--- src/rtl/uart_pkg.sv ---
// ----------------------------------------------------------------------------
// uart_pkg
// Shared definitions for the UART transmit arbiter: FSM state encoding,
// default baud divider / busy timeout, byte width, and a small width helper.
// ----------------------------------------------------------------------------
package uart_pkg;

    localparam int BYTE_W           = 8;
    localparam int BAUD_DIV_DEF     = 16;   // 29.49 MHz / 16 = 1.8432 MHz
    localparam int BUSY_TIMEOUT_DEF = 4;

    typedef enum logic [1:0] {
        ST_IDLE      = 2'd0,
        ST_LAUNCH    = 2'd1,
        ST_WAIT_BUSY = 2'd2,
        ST_WAIT_DONE = 2'd3
    } tx_state_t;

    // Counter/index width that never collapses to zero bits.
    function automatic int clog2_min1(input int v);
        return (v > 1) ? $clog2(v) : 1;
    endfunction

endpackage

--- src/rtl/rr_arbiter.sv ---
// ----------------------------------------------------------------------------
// rr_arbiter
// Combinational round-robin arbiter. The search starts one position after the
// last granted requester and wraps, so the previous winner has lowest priority.
// Ports:
//   i_req        - request vector
//   i_last_grant - index of the most recently granted requester
//   o_winner     - one-hot winner (all zero when no request is pending)
// ----------------------------------------------------------------------------
module rr_arbiter
    import uart_pkg::*;
#(
    parameter int NUM_REQ = 4,
    parameter int LG_W    = clog2_min1(NUM_REQ)
) (
    input  logic [NUM_REQ-1:0] i_req,
    input  logic [LG_W-1:0]    i_last_grant,
    output logic [NUM_REQ-1:0] o_winner
);

    logic            w_found;
    logic [LG_W-1:0] w_idx;
    int              w_pos;

    always_comb begin
        o_winner = '0;
        w_found  = 1'b0;
        w_idx    = '0;
        w_pos    = 0;
        for (int k = 1; k <= NUM_REQ; k++) begin
            w_pos = (int'(i_last_grant) + k) % NUM_REQ;
            w_idx = LG_W'(w_pos);
            if (!w_found && i_req[w_idx]) begin
                o_winner[w_idx] = 1'b1;
                w_found         = 1'b1;
            end
        end
    end

endmodule

--- src/rtl/uart_tx_arbiter.sv ---
// ----------------------------------------------------------------------------
// uart_tx_arbiter
// Shares one UART transmitter among NUM_REQ byte requesters. Generates the
// baud clock enable, arbitrates round-robin, presents the winning byte and a
// start trigger, then tracks the transmitter busy handshake with a timeout.
// Ports:
//   clk_29_pll    - system clock
//   reset         - synchronous active-low reset
//   i_req         - per-requester byte request (held until granted)
//   i_req_data    - requester i byte at [i]
//   o_grant       - one-hot, one-cycle accept pulse
//   o_baud_en     - one-cycle pulse every BAUD_DIV clocks
//   o_tx_data     - byte presented to the transmitter
//   o_tx_trig     - transmit start request (high throughout LAUNCH)
//   i_tx_busy     - transmitter busy, changes only on baud_en cycles
//   o_active      - high whenever the FSM is not IDLE
//   o_err_timeout - one-cycle pulse when the transmitter never went busy
// ----------------------------------------------------------------------------
module uart_tx_arbiter
    import uart_pkg::*;
#(
    parameter int NUM_REQ      = 4,
    parameter int BAUD_DIV     = BAUD_DIV_DEF,
    parameter int BUSY_TIMEOUT = BUSY_TIMEOUT_DEF
) (
    input  logic                           clk_29_pll,
    input  logic                           reset,
    input  logic [NUM_REQ-1:0]             i_req,
    input  logic [NUM_REQ-1:0][BYTE_W-1:0] i_req_data,
    output logic [NUM_REQ-1:0]             o_grant,
    output logic                           o_baud_en,
    output logic [BYTE_W-1:0]              o_tx_data,
    output logic                           o_tx_trig,
    input  logic                           i_tx_busy,
    output logic                           o_active,
    output logic                           o_err_timeout
);

    localparam int LG_W = clog2_min1(NUM_REQ);
    localparam int BC_W = clog2_min1(BAUD_DIV);
    localparam int TO_W = clog2_min1(BUSY_TIMEOUT);

    localparam logic [BC_W-1:0] BAUD_MAX  = BC_W'(BAUD_DIV - 1);
    localparam logic [TO_W-1:0] TO_MAX    = TO_W'(BUSY_TIMEOUT - 1);
    localparam logic [LG_W-1:0] LAST_RST  = LG_W'(NUM_REQ - 1);

    tx_state_t             r_state, w_state_nxt;
    logic [BC_W-1:0]       r_baud_cnt, w_baud_cnt_nxt;
    logic                  r_baud_en;
    logic [TO_W-1:0]       r_to_cnt, w_to_cnt_nxt;
    logic [LG_W-1:0]       r_last_grant;
    logic [NUM_REQ-1:0]    r_grant;
    logic [BYTE_W-1:0]     r_tx_data;
    logic                  r_tx_trig;
    logic                  r_active;
    logic                  r_err;

    logic                  w_take;
    logic                  w_err_nxt;
    logic [NUM_REQ-1:0]    w_winner;
    logic [LG_W-1:0]       w_win_idx;
    logic [BYTE_W-1:0]     w_win_data;

    rr_arbiter #(
        .NUM_REQ (NUM_REQ),
        .LG_W    (LG_W)
    ) u_arb (
        .i_req        (i_req),
        .i_last_grant (r_last_grant),
        .o_winner     (w_winner)
    );

    always_comb begin
        w_win_idx = '0;
        for (int i = 0; i < NUM_REQ; i++) begin
            if (w_winner[i]) w_win_idx = LG_W'(i);
        end
        w_win_data = i_req_data[w_win_idx];
    end

    assign w_baud_cnt_nxt = (r_baud_cnt == BAUD_MAX) ? '0 : r_baud_cnt + BC_W'(1);

    // Next-state logic. Decisions use the registered baud_en, i.e. the pulse
    // the transmitter sees in the same cycle.
    always_comb begin
        w_state_nxt  = r_state;
        w_to_cnt_nxt = r_to_cnt;
        w_err_nxt    = 1'b0;
        w_take       = 1'b0;
        unique case (r_state)
            ST_IDLE: begin
                w_to_cnt_nxt = '0;
                if (|i_req) begin
                    w_take      = 1'b1;
                    w_state_nxt = ST_LAUNCH;
                end
            end
            ST_LAUNCH: begin
                w_to_cnt_nxt = '0;
                if (r_baud_en) w_state_nxt = ST_WAIT_BUSY;
            end
            ST_WAIT_BUSY: begin
                if (i_tx_busy) begin
                    w_state_nxt  = ST_WAIT_DONE;
                    w_to_cnt_nxt = '0;
                end else if (r_baud_en) begin
                    if (r_to_cnt == TO_MAX) begin
                        w_state_nxt  = ST_IDLE;
                        w_err_nxt    = 1'b1;
                        w_to_cnt_nxt = '0;
                    end else begin
                        w_to_cnt_nxt = r_to_cnt + TO_W'(1);
                    end
                end
            end
            ST_WAIT_DONE: begin
                w_to_cnt_nxt = '0;
                if (!i_tx_busy) w_state_nxt = ST_IDLE;
            end
            default: w_state_nxt = ST_IDLE;
        endcase
    end

    // Outputs are registered from the next state so they line up with the
    // state register they describe.
    always_ff @(posedge clk_29_pll) begin
        if (!reset) begin
            r_state      <= ST_IDLE;
            r_baud_cnt   <= '0;
            r_baud_en    <= 1'b0;
            r_to_cnt     <= '0;
            r_last_grant <= LAST_RST;
            r_grant      <= '0;
            r_tx_data    <= '0;
            r_tx_trig    <= 1'b0;
            r_active     <= 1'b0;
            r_err        <= 1'b0;
        end else begin
            r_state    <= w_state_nxt;
            r_baud_cnt <= w_baud_cnt_nxt;
            r_baud_en  <= (w_baud_cnt_nxt == BAUD_MAX);
            r_to_cnt   <= w_to_cnt_nxt;
            r_tx_trig  <= (w_state_nxt == ST_LAUNCH);
            r_active   <= (w_state_nxt != ST_IDLE);
            r_err      <= w_err_nxt;
            r_grant    <= '0;
            if (w_take) begin
                r_grant      <= w_winner;
                r_tx_data    <= w_win_data;
                r_last_grant <= w_win_idx;
            end
        end
    end

    assign o_grant       = r_grant;
    assign o_baud_en     = r_baud_en;
    assign o_tx_data     = r_tx_data;
    assign o_tx_trig     = r_tx_trig;
    assign o_active      = r_active;
    assign o_err_timeout = r_err;

endmodule

--- config.mk ---
export PLATFORM = sky130hd
export DESIGN_NAME = uart_tx_arbiter
export DESIGN_NICKNAME = d
export VERILOG_FILES = /design/src/rtl/uart_pkg.sv /design/src/rtl/rr_arbiter.sv /design/src/rtl/uart_tx_arbiter.sv
export SDC_FILE = /design/constraint.sdc
export NUM_CORES = 1
export LEC_CHECK = 0
export ABC_AREA = 0
export BUFFER_PORTS_ARGS = -buffer_cell sky130_fd_sc_hd__buf_2
export CAP_MARGIN = 20
export CELL_PAD_IN_SITES_DETAIL_PLACEMENT = 1
export CELL_PAD_IN_SITES_GLOBAL_PLACEMENT = 2
export CORE_ASPECT_RATIO = 1.2
export CORE_UTILIZATION = 27
export CTS_BUF_LIST = sky130_fd_sc_hd__clkbuf_8
export DETAILED_ROUTE_END_ITERATION = 12
export GPL_TIMING_DRIVEN = 0
export HOLD_SLACK_MARGIN = 0.03
export PLACE_DENSITY = 0.81
export RECOVER_POWER = 100
export SLEW_MARGIN = 30
export SYNTH_ARGS = -nofsm -noshare
export SYNTH_HDL_FRONTEND = slang
export SYNTH_SLANG_ARGS = --single-unit
--- constraint.sdc ---
create_clock -name clk_29_pll -period 2.39 [get_ports clk_29_pll]
set_input_delay 0.478 -clock clk_29_pll [delete_from_list [all_inputs] [get_ports clk_29_pll]]
set_output_delay 0.478 -clock clk_29_pll [all_outputs]
set_load 0.03 [all_outputs]
==> results of run 1 <==
layer usage:
metal / track usage, % / vias up / share of wire [%] / wire [um]
met5: 0 / - / 0 / 0
met4: 4.46 / 0 / 1.3 / 70
met2: 29.4 / 18 / 54 / 2840
met3: 1.23 / 6 / 1.5 / 79
met1: 19.9 / 827 / 43 / 2230
li1: - / 860 / - / -
worst max-delay path, cell delays in order (launching register included):
cell        delay [ns]
dfxtp_4           0.38
clkinvlp_4        0.11
ha_4              0.28
mux4_2            0.40
mux2i_2           0.31
a31oi_4           0.12
a211o_1           0.35
a32o_1            0.26
what timing repair did:
item / CTS / global route
pin swaps: 2 / 3
hold endpoints to repair: 0 / 0
endpoints found under the setup margin: 11 / 10
hold buffers: 0 / 0
setup buffers: 9 / 1
resized for setup: 10 / 9
gates cloned: 0 / 0
logic make-up (layout without fill, tap and decap cells):
kind of cell | after synthesis | in the layout | synth area share, %
and+or+nand+nor | 66 | 66 | 19.1
AOI/OAI and AO/OA | 63 | 63 | 28.2
DFF | 26 | 26 | 30.2
buffers and inverters | 24 | 88 | 6.16
adders and majority gates | 11 | 11 | 7.98
muxes | 7 | 7 | 7.40
xor gates and xnor gates | 2 | 2 | 1.02
state kept, by name (all words and copies together) (netlist names):
register       count
o_err_timeout      1
o_grant            4
o_baud_en          1
r_baud_cnt         4
o_tx_trig          1
r_last_grant       2
o_active           1
r_to_cnt           2
r_state            2
o_tx_data          8
worst paths after layout:
kind | start | to | cells past startpoint
min reg2reg | r_baud_cnt[2]$_SDFF_PN0_ | r_baud_cnt[0]$_SDFF_PN0_ | 1
max | r_last_grant[1]$_SDFFE_PN1P_ | o_tx_data[1]$_SDFFE_PN0P_ | 7
max reg2reg | r_last_grant[1]$_SDFFE_PN1P_ | o_tx_data[1]$_SDFFE_PN0P_ | 7
min | r_baud_cnt[2]$_SDFF_PN0_ | r_baud_cnt[0]$_SDFF_PN0_ | 1
cell type report:
class / count / area share (%)
well taps: 82 / 4.52
inverters: 15 / 2.76
repair buffers: 64 / 14.4
plain buffers: 5 / 0.827
multi-input cells: 149 / 51.8
flip-flops and latches: 26 / 23.3
clock buffers: 4 / 2.43
layout by cell type, fill, tap and decap left out, drive strengths merged, types with 2 or more instances in the layout:
master,n
inv,14
a31oi,10
or3b,2
a211o,8
mux2i,3
or2,2
or3,4
mux4,4
nand2,26
o21ai,15
clkbuf,27
o22a,8
a32o,8
a21oi,6
ha,11
and2,2
nand3,2
dfxtp,26
nor2,14
nor3,3
buf,46
nand3b,5
nand2b,2
and3,2
where the power goes:
| group | switching, mW | internal, mW | leakage (nW) |
|---|---|---|---|
| registers | 0.0898 | 0.544 | 0.214 |
| logic | 1.01 | 0.794 | 0.690 |
| clock network | 0.141 | 0.147 | 0.0288 |
per-stage QoR:
stage / total power, mW / instances / hold WS, ns / instance area [um^2]
floorplan: 1.81 / 199 / 0.464 / 1740
global placement: 2.21 / 335 / 0.480 / 2110
detailed placement: 2.24 / 335 / 0.517 / 2110
CTS: 2.65 / 345 / 0.526 / 2250
global route: 2.93 / 345 / 0.539 / 2270
finish: 2.72 / 345 / 0.522 / 2270
==> reports/metrics.cfg, run 1 <==
[sta]
max_freq_ghz=0.433
worstMarginPinSlew_ns=0.491
fin_crit_sh_pct=96.6
setup_viol=0
final-hold-violation-count=0
finClkSkew_ns=0.00205
grt_setup_unrepaired=no
tns_ns=0
relSlewSlack_pct=67.3
fin_crit_ns=2.31
final.setup.worst_slack_ns=0.0815
finalMaxSlewViolations=0

[layout]
fin_util_pct=37.3
antenna_cells=0
area_delta_synth_final_pct=31.5
multi_input_area_mm2=0.00118
finalNetCount=314
seq_area_um2=528
drive_gt1_share_pct=29.3
n_fill_cell=764

[synthesis]
synth_top_area_share_pct=30.2
synth_area_leaders=dfxtp_1, ha_1, nand2_1, a32o_1, a211o_1
ys_warn_count=0
syn_area_per_cell_um2=8.67
syn-instance-count=199
synth.largest_area_cell=dfxtp_1
syn_area_mm2=0.00173
ys_types=42
yosysSeqAreaShare_pct=30.2
synth_edf_count=0
synth_common_cells=dfxtp_1, nand2_1, inv_1
synth_fp_nets=249
synthFlopType=dfxtp_1
synth_seq_cells=26
async_flop_share_pct=0

[route]
routed_wl_mm=5.22
final_antenna_net_count=0
first_pass_iters=4
first_iter_violations=40
vias=1711
vias_per_cell=4.96
post_drt_wl_per_cell_um=15.1
drc_errors=0

[clock_network]
clock_path_buffers=2
cts_sinks=26
cts_tree=yes
clk_pin_slew_ns=0.09
h-tree-depth=1
cts_buffers=3
cts-root-buf=clkbuf_8
worstSkewPairLatency_ns=0.27

[critical_path]
r2r_slack_ns=0.08
worstSetupEndpointType=flop
worstSetupStartpointType=flop
crit_fanout=10
crit_type=flop to flop
critPathRequiredTime_ns=2.56
cp.arrival_ns=2.48

[die]
io_pins=55
die_h_um=89.6
initial_core_util_pct=28.3
core_mm2=0.00609
die_w_um=75.0
die-area_mm2=0.00672
rows=31

[power]
irDropWorstVdd_uv=404
leakage_nw=0.933
power_density_mw_per_mm2=1200

[grt]
grt_max_degree=15
grt.overflow.total=0
grt_antenna_before_repair=0
grt_pass1_vias=1709
track_usage_pct=16.0
grt_pass1_wl_mm=8.19

[min_path]
hold_class=flop to flop

[place]
dp_hpwl_mm=3.99
dp_slack_ns=-0.349
gp_congestion=0.793
port_buffers=54

[outcome]
status=completed

[run]
cap_viol_max_count=0

Note: power is estimated with default switching activity, not from simulation.
==> run 2, diff against run 1 <==
--- a/config.mk
+++ b/config.mk
@@ -5,18 +5,18 @@
 export SDC_FILE = /design/constraint.sdc
 export NUM_CORES = 1
 export LEC_CHECK = 0
-export ABC_AREA = 0
+export ABC_AREA = 1
 export BUFFER_PORTS_ARGS = -buffer_cell sky130_fd_sc_hd__buf_2
 export CAP_MARGIN = 20
 export CELL_PAD_IN_SITES_DETAIL_PLACEMENT = 1
 export CELL_PAD_IN_SITES_GLOBAL_PLACEMENT = 2
 export CORE_ASPECT_RATIO = 1.2
-export CORE_UTILIZATION = 27
+export CORE_UTILIZATION = 24
 export CTS_BUF_LIST = sky130_fd_sc_hd__clkbuf_8
 export DETAILED_ROUTE_END_ITERATION = 12
 export GPL_TIMING_DRIVEN = 0
 export HOLD_SLACK_MARGIN = 0.03
-export PLACE_DENSITY = 0.81
+export PLACE_DENSITY = 0.76
 export RECOVER_POWER = 100
 export SLEW_MARGIN = 30
 export SYNTH_ARGS = -nofsm -noshare
==> run 2 against run 1 <==
Clock skew grew 0.0033 ns. Synthesized area grew 5.4%. Via count grew 14%. Cell count grew 30%. Critical path depth grew 10. Largest power group unchanged. Maximum frequency grew 6.2%. Die area grew 18%. Sequential share of layout area shrank 0.90 points. Worst setup slack gained 0.14 ns.
==> reports/metrics.cfg, run 2 <==
[synthesis]
synth_fp_nets=342
yosysSeqAreaShare_pct=28.6
synth.largest_area_cell=dfxtp_1
async_flop_share_pct=0
synth_edf_count=0
ys_types=27
synthFlopType=dfxtp_1
ys_warn_count=0
synth_top_area_share_pct=28.6
syn_area_per_cell_um2=6.23
synth_seq_cells=26
yosysMostFrequentCell=nand2_1
synth_common_cells=nand2_1, nor2_1, inv_1
syn_area_mm2=0.00182
synth_area_leaders=dfxtp_1, nand2_1, nor2_1, inv_1, nand3_1
syn-instance-count=292

[power]
seqPwrFrac_pct=16.6
internal_power_mw=1.73
power_density_mw_per_mm2=1570
clkPwrFrac_pct=10.0
net-switching-power_mw=1.97
switching_share_pct=53.1
comb_power_share_pct=73.4
irDropWorstVdd_uv=600
leakage_nw=1.27

[critical_path]
crit_type=flop to flop
path_cells=inv_4 -> ha_4 -> inv_1 -> nand3_1 -> nand2_1 -> nand2_1 -> nor2_4 -> nand2_1 -> inv_1 -> nor2_4 -> clkbuf_4 -> nand2_2 -> nand3_1 -> nand2_1 -> nand3_1 -> nand2_1 -> inv_1
slowest_stage=dfxtp_4
worst_path_most_repeated_cell=nand2_1
crit_buf_inv=5
worstSetupEndpointType=flop
critPathRequiredTime_ns=2.57
crit_family=simple AND/OR/NAND/NOR gates
crit_path_max_incr_delay_ns=0.37
r2r_slack_ns=0.22
crit_fanout=11
cp.arrival_ns=2.36
worstSetupStartpointType=flop

[place]
dpl.cell_count=436
placed_area_mm2=0.00220
gp_congestion=0.729
dp_hpwl_mm=4.17
port_buffers=54

[route]
drc_errors=0
vias_per_cell=4.35
first_pass_iters=4
vias=1955
post_drt_wl_per_cell_um=11.9
final_antenna_net_count=0
first_iter_violations=39
routed_wl_mm=5.35

[layout]
antenna_cells=0
area_delta_synth_final_pct=29.9
stdcell_area_mm2=0.00236
largest_reg_flops=8
finalNetCount=410
final_common_cell=nand2_1
final_cell_mix=nand2_1, nor2_1, inv_1, buf_2, nand3_1
stdcell_count=449
drive_gt1_share_pct=21.2
fin_util_pct=32.5

[die]
die_h_um=97.3
rows=34
initial_core_util_pct=25.0
die_w_um=81.5
io_pins=55
core_mm2=0.00727
die-area_mm2=0.00793

[run]
cap_viol_max_count=0

[clock_network]
cts-root-buf=clkbuf_8
cts_sinks=26
cts_tree=yes
hold_buffers=0
clk_pin_slew_ns=0.10
worstSkewPairLatency_ns=0.27
clock_path_buffers=2
cts_buffers=3
h-tree-depth=1

[grt]
grt_pass1_vias=1911
grt_max_degree=16
track_usage_pct=14.0
grt.overflow.total=0
grt_pass1_wl_mm=8.60
grt_antenna_before_repair=0

[outcome]
status=completed

[sta]
finClkSkew_ns=0.00534
max_freq_ghz=0.460
tns_ns=0
relSlewSlack_pct=65.1
final-hold-violation-count=0
fin_crit_sh_pct=90.9
setup_viol=0
grt_setup_unrepaired=no
worstMarginPinSlew_ns=0.523
finalMaxSlewViolations=0
fin_crit_ns=2.17

[min_path]
hold_class=flop to flop

[run 2: changes by cell type in the layout (fill, tap and decap cells not counted), moves of 4 or more]
cell      change
a211o_1       -8
a31oi_1       -9
a32o_1        -8
inv_1        +29
mux4_2        -4
nand2_1      +50
nand2_2       +4
nand3_1      +30
nand3b_1      -5
nor2_1       +48
o21ai_0      -13
o22a_1        -8
[run 2: final cells by class]
type | count | area, um^2
flip-flops and latches | 26 | 528
clock inverters | 1 | 30.0
plain buffers | 4 | 22.5
repair buffers | 62 | 308
well taps | 90 | 113
fillers | 967 | 4910
multi-input cells | 214 | 1130
clock buffers | 3 | 41.3
inverters | 49 | 191
[run 2: path summary, 6_finish.rpt]
check	cells after the start	to	start
setup / recovery	17	o_tx_data[4]$_SDFFE_PN0P_	r_last_grant[0]$_SDFFE_PN1P_
hold / removal	2	r_to_cnt[1]$_SDFFE_PN0P_	r_to_cnt[1]$_SDFFE_PN0P_
setup reg to reg	17	o_tx_data[4]$_SDFFE_PN0P_	r_last_grant[0]$_SDFFE_PN1P_
hold reg to reg	2	r_to_cnt[1]$_SDFFE_PN0P_	r_to_cnt[1]$_SDFFE_PN0P_
[run 2: metrics by stage]
step           hold slack (ns)  power, mW  setup slack [ns]
6_report                 0.478       3.70             0.217
5_1_grt                  0.505       4.08            0.0212
4_1_cts                  0.465       3.56            0.0246
3_5_place_dp             0.461       3.08            -0.330
3_3_place_gp             0.462       3.05            -0.334
2_1_floorplan            0.443       2.47             0.178
[run 2: metal layers]
layer  global-route usage [%]  up-vias  share of wire [%]
li1                         -     1028                  -
met1                     17.4      888                 44
met2                     24.6       37                 52
met3                     1.97        2                4.1
met4                     3.30        0               0.54
met5                        0        -                  0
[run 2: power by group through the flow]
stage	clock network [mW]	logic, mW	registers [mW]
2_1_floorplan	0	1.69	0.777
3_3_place_gp	0	2.41	0.641
3_5_place_dp	0	2.44	0.641
4_1_cts	0.392	2.56	0.607
5_1_grt	0.401	3.05	0.627
6_report	0.369	2.72	0.613
[run 2: repair_timing]
| action | in CTS | in global routing |
|---|---|---|
| pin swaps | 0 | 4 |
| buffers inserted | 3 | 5 |
| setup endpoints to repair | 10 | 8 |
| gates resized for setup | 6 | 4 |
| gates cloned | 0 | 1 |
[run 2: cell families (layout without fill, tap and decap cells)]
group | count (synthesis) | in the layout | synth area share, %
fa+ha+maj | 11 | 11 | 7.57
simple gates | 192 | 193 | 48.9
compound gates | 10 | 10 | 3.44
flops | 26 | 26 | 28.6
buf+inv | 53 | 119 | 11.4
[run 2: worst reg2reg max path, stage by stage, from the launching register on]
cell      delay (ns)
dfxtp_4         0.37
inv_4           0.13
ha_4            0.23
inv_1           0.08
nand3_1         0.07
nand2_1         0.14
nand2_1         0.11
nor2_4          0.14
nand2_1         0.09
inv_1           0.10
nor2_4          0.06
clkbuf_4        0.14
nand2_2         0.09
nand3_1         0.07
nand2_1         0.07
nand3_1         0.10
nand2_1         0.09
inv_1           0.03
==> run 3, diff against run 2 <==
--- a/config.mk
+++ b/config.mk
@@ -6,14 +6,14 @@
 export NUM_CORES = 1
 export LEC_CHECK = 0
 export ABC_AREA = 1
-export BUFFER_PORTS_ARGS = -buffer_cell sky130_fd_sc_hd__buf_2
 export CAP_MARGIN = 20
 export CELL_PAD_IN_SITES_DETAIL_PLACEMENT = 1
 export CELL_PAD_IN_SITES_GLOBAL_PLACEMENT = 2
 export CORE_ASPECT_RATIO = 1.2
-export CORE_UTILIZATION = 24
+export CORE_UTILIZATION = 30
 export CTS_BUF_LIST = sky130_fd_sc_hd__clkbuf_8
 export DETAILED_ROUTE_END_ITERATION = 12
+export DONT_BUFFER_PORTS = 1
 export GPL_TIMING_DRIVEN = 0
 export HOLD_SLACK_MARGIN = 0.03
 export PLACE_DENSITY = 0.76
==> run 3 against run 2 <==
Flip-flop and latch count did not move. Sequential share of layout area rose by 2.6 points. Total power fell by 1.3%. Largest cell class unchanged. Highest routed layer unchanged.
==> reports/metrics.cfg, run 3 (synthesis results as in run 2) <==
[layout]
stdcell_count=387
final_common_cell=nand2_1
final_cell_mix=nand2_1, nor2_1, inv_1, nand3_1, dfxtp_1
antenna_cells=0
finalNetCount=358
largest_reg_flops=8
area_delta_synth_final_pct=16.4
drive_gt1_share_pct=14.7

[clock_network]
clock_path_buffers=2
clk_pin_slew_ns=0.10
cts_buffers=3
hold_buffers=0
cts-root-buf=clkbuf_8
h-tree-depth=1
cts_tree=yes
cts_sinks=26
worstSkewPairLatency_ns=0.27

[place]
dpl.cell_count=372
port_buffers=0
dp_hpwl_mm=3.80
gp_congestion=0.786

[die]
die-area_mm2=0.00638
rows=30
io_pins=55
die_h_um=87.3
core_mm2=0.00574
die_w_um=73.1
initial_core_util_pct=31.7

[grt]
track_usage_pct=16.6
grt_max_degree=15
grt_pass1_vias=1771
grt_antenna_before_repair=0
grt.overflow.total=0
grt_pass1_wl_mm=8.09

[route]
post_drt_wl_per_cell_um=13.1
first_pass_iters=4
drc_errors=0
final_antenna_net_count=0
vias_per_cell=4.62
first_iter_violations=50
vias=1787
routed_wl_mm=5.05

[sta]
relSlewSlack_pct=68.0
finalMaxSlewViolations=0
final-hold-violation-count=0
max_freq_ghz=0.453
fin_crit_ns=2.21
setup_viol=0
finClkSkew_ns=0.00514
fin_crit_sh_pct=92.3
worstMarginPinSlew_ns=0.481

[run]
cap_viol_max_count=0

[critical_path]
crit_fanout=9
r2r_cells=18
crit_path_max_incr_delay_ns=0.39
rr_startpoint=r_last_grant[1]$_SDFFE_PN1P_
r2r_slack_ns=0.18
slowest_stage=dfxtp_4
crit_type=flop to flop
rr_endpoint=o_tx_data[3]$_SDFFE_PN0P_
cp.arrival_ns=2.39
path_cells=clkinvlp_4 -> ha_4 -> inv_1 -> nand3_2 -> nand2_4 -> inv_2 -> nand2_1 -> nand2_1 -> clkinv_1 -> nand2_1 -> nor2_4 -> nand2_4 -> nand2_8 -> nand2_1 -> nand2_1 -> nand3_1 -> nand2_1 -> inv_1
worst_path_most_repeated_cell=nand2_1
critPathRequiredTime_ns=2.57
worstSetupStartpointType=flop
worstSetupEndpointType=flop

[power]
power_density_mw_per_mm2=1730
internal_power_mw=1.66
leakage_nw=1.12
seqPwrFrac_pct=21.4
net-switching-power_mw=1.99
switching_share_pct=54.5
comb_power_share_pct=70.6
irDropWorstVdd_uv=542
p_total_mw=3.65
clkPwrFrac_pct=8.0

[min_path]
hold_class=primary input to flop
worstHoldStart=reset
holdPathStages=1
holdPathEnd=r_last_grant[0]$_SDFFE_PN1P_

[outcome]
status=completed

[run 3: changes by cell type in the layout (fill, tap and decap cells not counted)]
| cell | previous run | this run |
|---|---|---|
| buf_2 | 36 | 0 |
| clkbuf_1 | 21 | 3 |
| buf_4 | 7 | 9 |
| nand3_1 | 32 | 30 |
| nand3_2 | 2 | 4 |
| bufinv_16 | 1 | 0 |
| clkbuf_4 | 1 | 0 |
| clkbuf_8 | 3 | 4 |
| nand2_1 | 75 | 74 |
| nand2_2 | 4 | 5 |
| nor2_4 | 4 | 5 |
[run 3: per-stage QoR]
| step | utilization (%) | hold slack, ns | worst slack (ns) | TNS (ns) | area [um^2] |
|---|---|---|---|---|---|
| floorplan | - | 0.443 | 0.178 | 0 | 1820 |
| global placement | 33.4 | 0.455 | -0.357 | -2.70 | 1920 |
| detailed placement | 33.4 | 0.469 | -0.401 | -3.09 | 1920 |
| CTS | 35.6 | 0.291 | 0.0237 | 0 | 2050 |
| global route | 36.8 | 0.315 | -0.0185 | -0.0399 | 2120 |
| finish | 36.8 | 0.304 | 0.185 | 0 | 2120 |
[run 3: area by class of cell]
| cell class | count | area, um^2 |
|---|---|---|
| multi-input cells | 215 | 1150 |
| well taps | 80 | 100 |
| plain buffers | 4 | 22.5 |
| inverters | 49 | 191 |
| repair buffers | 9 | 67.6 |
| flip-flops and latches | 26 | 528 |
| fillers | 754 | 3630 |
| clock buffers | 4 | 55.1 |
[run 3: what timing repair did]
| item | 4_1_cts | 5_1_grt |
|---|---|---|
| pin swaps | 3 | 3 |
| resized for setup | 7 | 7 |
| setup buffers | 6 | 3 |
| gates cloned | 1 | 1 |
| hold endpoints to repair | 0 | 0 |
| setup endpoints to repair | 10 | 8 |
[run 3: power groups by stage]
stage	Clock, mW	Combinational (mW)	Sequential, mW
2_1_floorplan	0	1.69	0.777
4_1_cts	0.307	2.43	0.794
5_1_grt	0.323	2.95	0.797
6_report	0.291	2.58	0.781
3_5_place_dp	0	2.18	0.813
3_3_place_gp	0	2.14	0.813
[run 3: worst max-delay path by stage]
stage / slack (ns) / to / cells past startpoint / from
3_3_place_gp: -0.36 / o_tx_data[3]$_SDFFE_PN0P_ / 16 / r_last_grant[0]$_SDFFE_PN1P_
5_1_grt: -0.02 / o_tx_data[3]$_SDFFE_PN0P_ / 18 / r_last_grant[1]$_SDFFE_PN1P_
4_1_cts: 0.02 / o_tx_data[2]$_SDFFE_PN0P_ / 16 / r_last_grant[1]$_SDFFE_PN1P_
2_1_floorplan: 0.18 / o_tx_data[6]$_SDFFE_PN0P_ / 16 / r_last_grant[0]$_SDFFE_PN1P_
3_5_place_dp: -0.40 / o_tx_data[3]$_SDFFE_PN0P_ / 16 / r_last_grant[0]$_SDFFE_PN1P_
6_report: 0.18 / o_tx_data[3]$_SDFFE_PN0P_ / 18 / r_last_grant[1]$_SDFFE_PN1P_
[run 3: per-layer routing]
layer,share of wire (%),vias up,global-route usage [%]
met1,41,822,19.4
met3,4.8,2,3.47
met5,0,-,0
met2,53,40,30.4
met4,0.65,0,3.74
li1,-,923,-
[run 3: worst max-delay path: cells and delay by family (launching register included)]
family,cells,cell delay [ns]
AND/OR/NAND/NOR,12,1.11
flip-flops,1,0.39
buffers and inverters,5,0.39
adder cells (fa/ha/maj),1,0.24
